### src/rtl/rvfpm_result_buffer.sv
// Result buffer between the rvfpm core's CORE-V-XIF result outputs and the host CPU.
// Holds results while the CPU stalls, returns them in arrival order, and silently
// discards any buffered result whose instruction id gets killed by the commit interface.
module rvfpm_result_buffer #(
    parameter int DEPTH       = 4,
    parameter int X_ID_WIDTH  = 4,
    parameter int X_RFW_WIDTH = 32,
    localparam int PW = $clog2(DEPTH),
    localparam int CW = $clog2(DEPTH + 1)
) (
    input  logic                   ck,
    input  logic                   rst,
    input  logic                   in_valid,
    output logic                   in_ready,
    input  logic [X_ID_WIDTH-1:0]  in_id,
    input  logic [X_RFW_WIDTH-1:0] in_data,
    input  logic [4:0]             in_rd,
    input  logic                   in_we,
    input  logic [2:0]             in_ecswe,
    input  logic [5:0]             in_ecsdata,
    output logic                   out_valid,
    input  logic                   out_ready,
    output logic [X_ID_WIDTH-1:0]  out_id,
    output logic [X_RFW_WIDTH-1:0] out_data,
    output logic [4:0]             out_rd,
    output logic                   out_we,
    output logic [2:0]             out_ecswe,
    output logic [5:0]             out_ecsdata,
    input  logic                   kill_valid,
    input  logic [X_ID_WIDTH-1:0]  kill_id,
    output logic [CW-1:0]          count
);

    logic [X_ID_WIDTH-1:0]  id_q      [DEPTH];
    logic [X_RFW_WIDTH-1:0] data_q    [DEPTH];
    logic [4:0]             rd_q      [DEPTH];
    logic                   we_q      [DEPTH];
    logic [2:0]             ecswe_q   [DEPTH];
    logic [5:0]             ecsdata_q [DEPTH];
    logic [DEPTH-1:0]       live_q;
    logic [PW-1:0]          wr_ptr_q;
    logic [PW-1:0]          rd_ptr_q;
    logic [CW-1:0]          count_q;

    logic occupied;
    logic push;
    logic pop;
    logic drop;
    logic push_live;

    // Handshake and head-disposal decisions, all derived from registered state.
    always_comb begin
        occupied  = (count_q != '0);
        in_ready  = (count_q != CW'(DEPTH));
        out_valid = occupied & live_q[rd_ptr_q];
        push      = in_valid & in_ready;
        pop       = out_valid & out_ready;
        drop      = occupied & ~live_q[rd_ptr_q];
        // A result killed in the very cycle it arrives is stored already dead.
        push_live = ~(kill_valid && (kill_id == in_id));
        out_id      = id_q[rd_ptr_q];
        out_data    = data_q[rd_ptr_q];
        out_rd      = rd_q[rd_ptr_q];
        out_we      = we_q[rd_ptr_q];
        out_ecswe   = ecswe_q[rd_ptr_q];
        out_ecsdata = ecsdata_q[rd_ptr_q];
        count       = count_q;
    end

    // Pointers, occupancy and live bits; later assignments override the kill sweep.
    always_ff @(posedge ck or negedge rst) begin
        if (!rst) begin
            wr_ptr_q <= '0;
            rd_ptr_q <= '0;
            count_q  <= '0;
            live_q   <= '0;
        end else begin
            if (kill_valid) begin
                for (int i = 0; i < DEPTH; i++) begin
                    if (id_q[i] == kill_id) begin
                        live_q[i] <= 1'b0;
                    end
                end
            end
            if (pop || drop) begin
                live_q[rd_ptr_q] <= 1'b0;
                rd_ptr_q         <= rd_ptr_q + PW'(1);
            end
            if (push) begin
                live_q[wr_ptr_q] <= push_live;
                wr_ptr_q         <= wr_ptr_q + PW'(1);
            end
            case ({push, pop | drop})
                2'b10:   count_q <= count_q + CW'(1);
                2'b01:   count_q <= count_q - CW'(1);
                default: count_q <= count_q;
            endcase
        end
    end

    // Entry payload storage; cleared on reset so the idle head reads as zero.
    always_ff @(posedge ck or negedge rst) begin
        if (!rst) begin
            for (int i = 0; i < DEPTH; i++) begin
                id_q[i]      <= '0;
                data_q[i]    <= '0;
                rd_q[i]      <= '0;
                we_q[i]      <= 1'b0;
                ecswe_q[i]   <= '0;
                ecsdata_q[i] <= '0;
            end
        end else if (push) begin
            id_q[wr_ptr_q]      <= in_id;
            data_q[wr_ptr_q]    <= in_data;
            rd_q[wr_ptr_q]      <= in_rd;
            we_q[wr_ptr_q]      <= in_we;
            ecswe_q[wr_ptr_q]   <= in_ecswe;
            ecsdata_q[wr_ptr_q] <= in_ecsdata;
        end
    end

endmodule
### config.mk
export PLATFORM = sky130hd
export DESIGN_NAME = rvfpm_result_buffer
export DESIGN_NICKNAME = d
export VERILOG_FILES = /design/src/rtl/rvfpm_result_buffer.sv
export SDC_FILE = /design/constraint.sdc
export NUM_CORES = 1
export LEC_CHECK = 0
export BUFFER_PORTS_ARGS = -buffer_cell sky130_fd_sc_hd__buf_4
export CAP_MARGIN = 5
export CORE_MARGIN = 2
export CORE_UTILIZATION = 45
export CTS_CLUSTER_DIAMETER = 120
export DETAILED_ROUTE_END_ITERATION = 10
export PLACE_DENSITY_LB_ADDON = 0.12
export SYNTH_ARGS = -nofsm -noshare
export SYNTH_HDL_FRONTEND = slang
export SYNTH_SLANG_ARGS = --single-unit
export TNS_END_PERCENT = 50
### constraint.sdc
create_clock -name ck -period 2.4 [get_ports ck]
set_clock_uncertainty 0.15 [all_clocks]
set_input_delay 0.72 -clock ck [delete_from_list [all_inputs] [get_ports ck]]
set_output_delay 0.72 -clock ck [all_outputs]
set_load 0.03 [all_outputs]
==> metrics.yaml <==
clock_tree:
  cts_buffers: 24
  insertion_delay_ns: 0.51
  clock-sinks: 215
  tritoncts: "yes"
  cts_hold_buffers: 0
  clock_path_buffers: 3
  clkTransAtPathRegs_ns: 0.06
  htree_levels: 1
  root_buffer: "clkbuf_16"
routing:
  drcViolationCount: 0
  vias: 5413
  detail_route.wl_per_cell_um: 21.0
  via_per_inst: 5.33
  wl_um: 21300
  first_iter_violations: 201
  ant_nets: 0
  first_pass_iters: 4
synthesis:
  synth-seq-area-share_pct: 54.4
  syn_inst: 585
  async_reset_ff_share_pct: 100
  synth_area_leaders: "dfrtp_1 (54%), mux2_2 (23%), mux4_2 (12%)"
  synth_commonest_cells: "dfrtp_1 (215), mux2_2 (206), mux4_2 (52)"
  ys_seq_elements: 215
  yosysUniqueCellTypes: 26
  syn_nets: 655
  synthMostInstantiatedCell: "dfrtp_1"
  yosysWarnings: 0
  avgSynthCellArea_um2: 16.9
  synth_edf_count: 0
  yosysTopAreaCellShare_pct: 54.4
  synth_top_area_cell: "dfrtp_1"
  yosys_most_used_dff: "dfrtp_1"
  syn_area_mm2: 0.00989
critical_path:
  crit_end: "out_data[30]"
  path_max_fanout: 9
  cp.arrival_ns: 1.96
  end_kind: "output port"
  reg2reg_to: "count[1]"
  reg2reg_from: "rd_ptr_q[0]"
  startpoint_type: "flip-flop"
  crit_path_start: "rd_ptr_q[0]"
  critPathRequiredTime_ns: 1.53
  r2r_slack_ns: -0.03
  r2r_cells: 6
  path_class: "reg2out"
cells_and_area:
  syn2layout_area_growth_pct: 24.5
  multi_input_area_mm2: 0.00412
  fillers: 1695
  diodes: 0
  fin_cells: 1016
  nets: 789
  post-route-util_pct: 56.8
  final_area_mm2: 0.0123
  drive_above_1_share_pct: 62.1
  register_area_mm2: 0.00539
floorplan:
  start_util_pct: 45.6
  io_pins: 116
  die_w_um: 152
  die_y_um: 152
  rows: 54
  coreArea_mm2: 0.0217
  die_area_mm2: 0.0232
timing:
  finalMaxSlewViolations: 0
  setup_viol: 54
  max-slew-margin-rel_pct: 66.1
  fin_tns_setup_ns: -20.50
  rsz0062_at_grt: "true"
  fmax_ghz: 0.353
  tightest_slew_ns: 0.508
  layout_min_cycle_time_ns: 2.83
  whs_ns: 0.0274
  fin_crit_sh_pct: 118
  hold_violations: 0
  setup_ws_ns: -0.433
global_routing:
  grt_max_degree: 56
  grt_usage_pct: 18.4
  grt_pass1_wl_um: 34300
  grt_pass1_vias: 6276
  grt_overflow: 0
  antenna_found_initial: 0
placed_design:
  dp_hpwl_um: 13300
  dp.cells: 964
  place_ws_ns: 0.0259
  portBuffers: 115
  place_congestion: 0.774
  placed_cell_area_mm2: 0.0111
pwr:
  power.total_mw: 21.1
  powerDensity_mw_per_mm2: 1710
  leakagePower_nw: 5.35
  peakVddDrop_mv: 0.846
hold_path:
  worstHoldPathType: "in2async"
job:
  cap_violations: 0
outcome:
  violations: "setup timing"
  status: "finished with violations"
==> repair_timing <==
| action | 4_1_cts | 5_1_grt |
|---|---|---|
| cloned | 0 | 4 |
| gates resized for setup | 57 | 4 |
| buffers inserted | 0 | 5 |
| endpoints found under the setup margin | 53 | 54 |
==> how the worst min path moves through the flow <==
stage                          start          to  slack, ns
final                            rst  data_q[80]       0.03
after global routing             rst  data_q[80]       0.06
after CTS                        rst  data_q[80]       0.05
after detailed placement  data_q[46]  data_q[46]       0.34
after global placement    data_q[38]  data_q[38]       0.33
after floorplan                  rst    count[0]       0.27
==> metal layers <==
metal  vias up  wire length (um)  share of wire, %  track usage (%)
met4         0               389               1.8             4.41
met2       109             10900                51             31.4
li1       2434                 -                 -                -
met3        33              1060               5.0             3.98
met5         -                 0                 0                0
met1      2837              9030                42             24.1
==> critical path, cell delays in order (launching register included) <==
cell,delay [ns]
dfrtp_4,0.46
buf_4,0.14
buf_12,0.14
mux4_2,0.55
buf_6,0.16
==> area by class of cell <==
class                           instances  share of cell area (%)
Clock buffer                           35                    5.71
Sequential cell                       215                    43.8
Multi-Input combinational cell        327                    33.4
Inverter                                5                   0.152
Clock inverter                          8                    1.19
Timing Repair Buffer                  146                    12.9
Tap cell                              280                    2.84
==> cells by family after synthesis <==
family	count (synthesis)	synth area share [%]
DFF	215	54.4
muxes	258	35.3
and+or+nand+nor	27	1.97
adders and majority gates	10	1.34
AOI/OAI and AO/OA	7	0.671
buffers and inverters	43	4.10
xor gates and xnor gates	25	2.21
==> cells in the final DEF, fill, tap and decap left out, drive strengths merged <==
cell / synthesis / layout
o21ai: 1 / 1
clkinv: 0 / 3
inv: 5 / 6
bufinv: 0 / 4
or3b: 1 / 1
o31a: 1 / 1
mux2: 206 / 206
nand2: 11 / 11
mux4: 52 / 52
nand3: 4 / 4
ha: 9 / 9
a21oi: 1 / 1
o32ai: 4 / 4
dfrtp: 215 / 215
and2: 4 / 4
clkbuf: 26 / 39
fa: 1 / 1
nor3: 1 / 1
nor2: 1 / 1
buf: 12 / 142
nor4: 5 / 5
xor2: 16 / 16
xnor2: 9 / 9
==> flip-flops by register name, indices dropped and copies added, names as in the netlist <==
signal,count
ecsdata_q,24
we_q,4
count,3
data_q,128
id_q,16
rd_q,20
ecswe_q,12
live_q,4
rd_ptr_q,2
wr_ptr_q,2
==> power by group <==
group / switching, mW / leakage (nW) / total (mW) / internal [mW]
clock: 1.43 / 0.418 / 3.89 / 2.46
combinational: 4.91 / 2.38 / 10.7 / 5.76
sequential: 1.01 / 2.55 / 6.53 / 5.52
(Power assumes the default switching activity.)
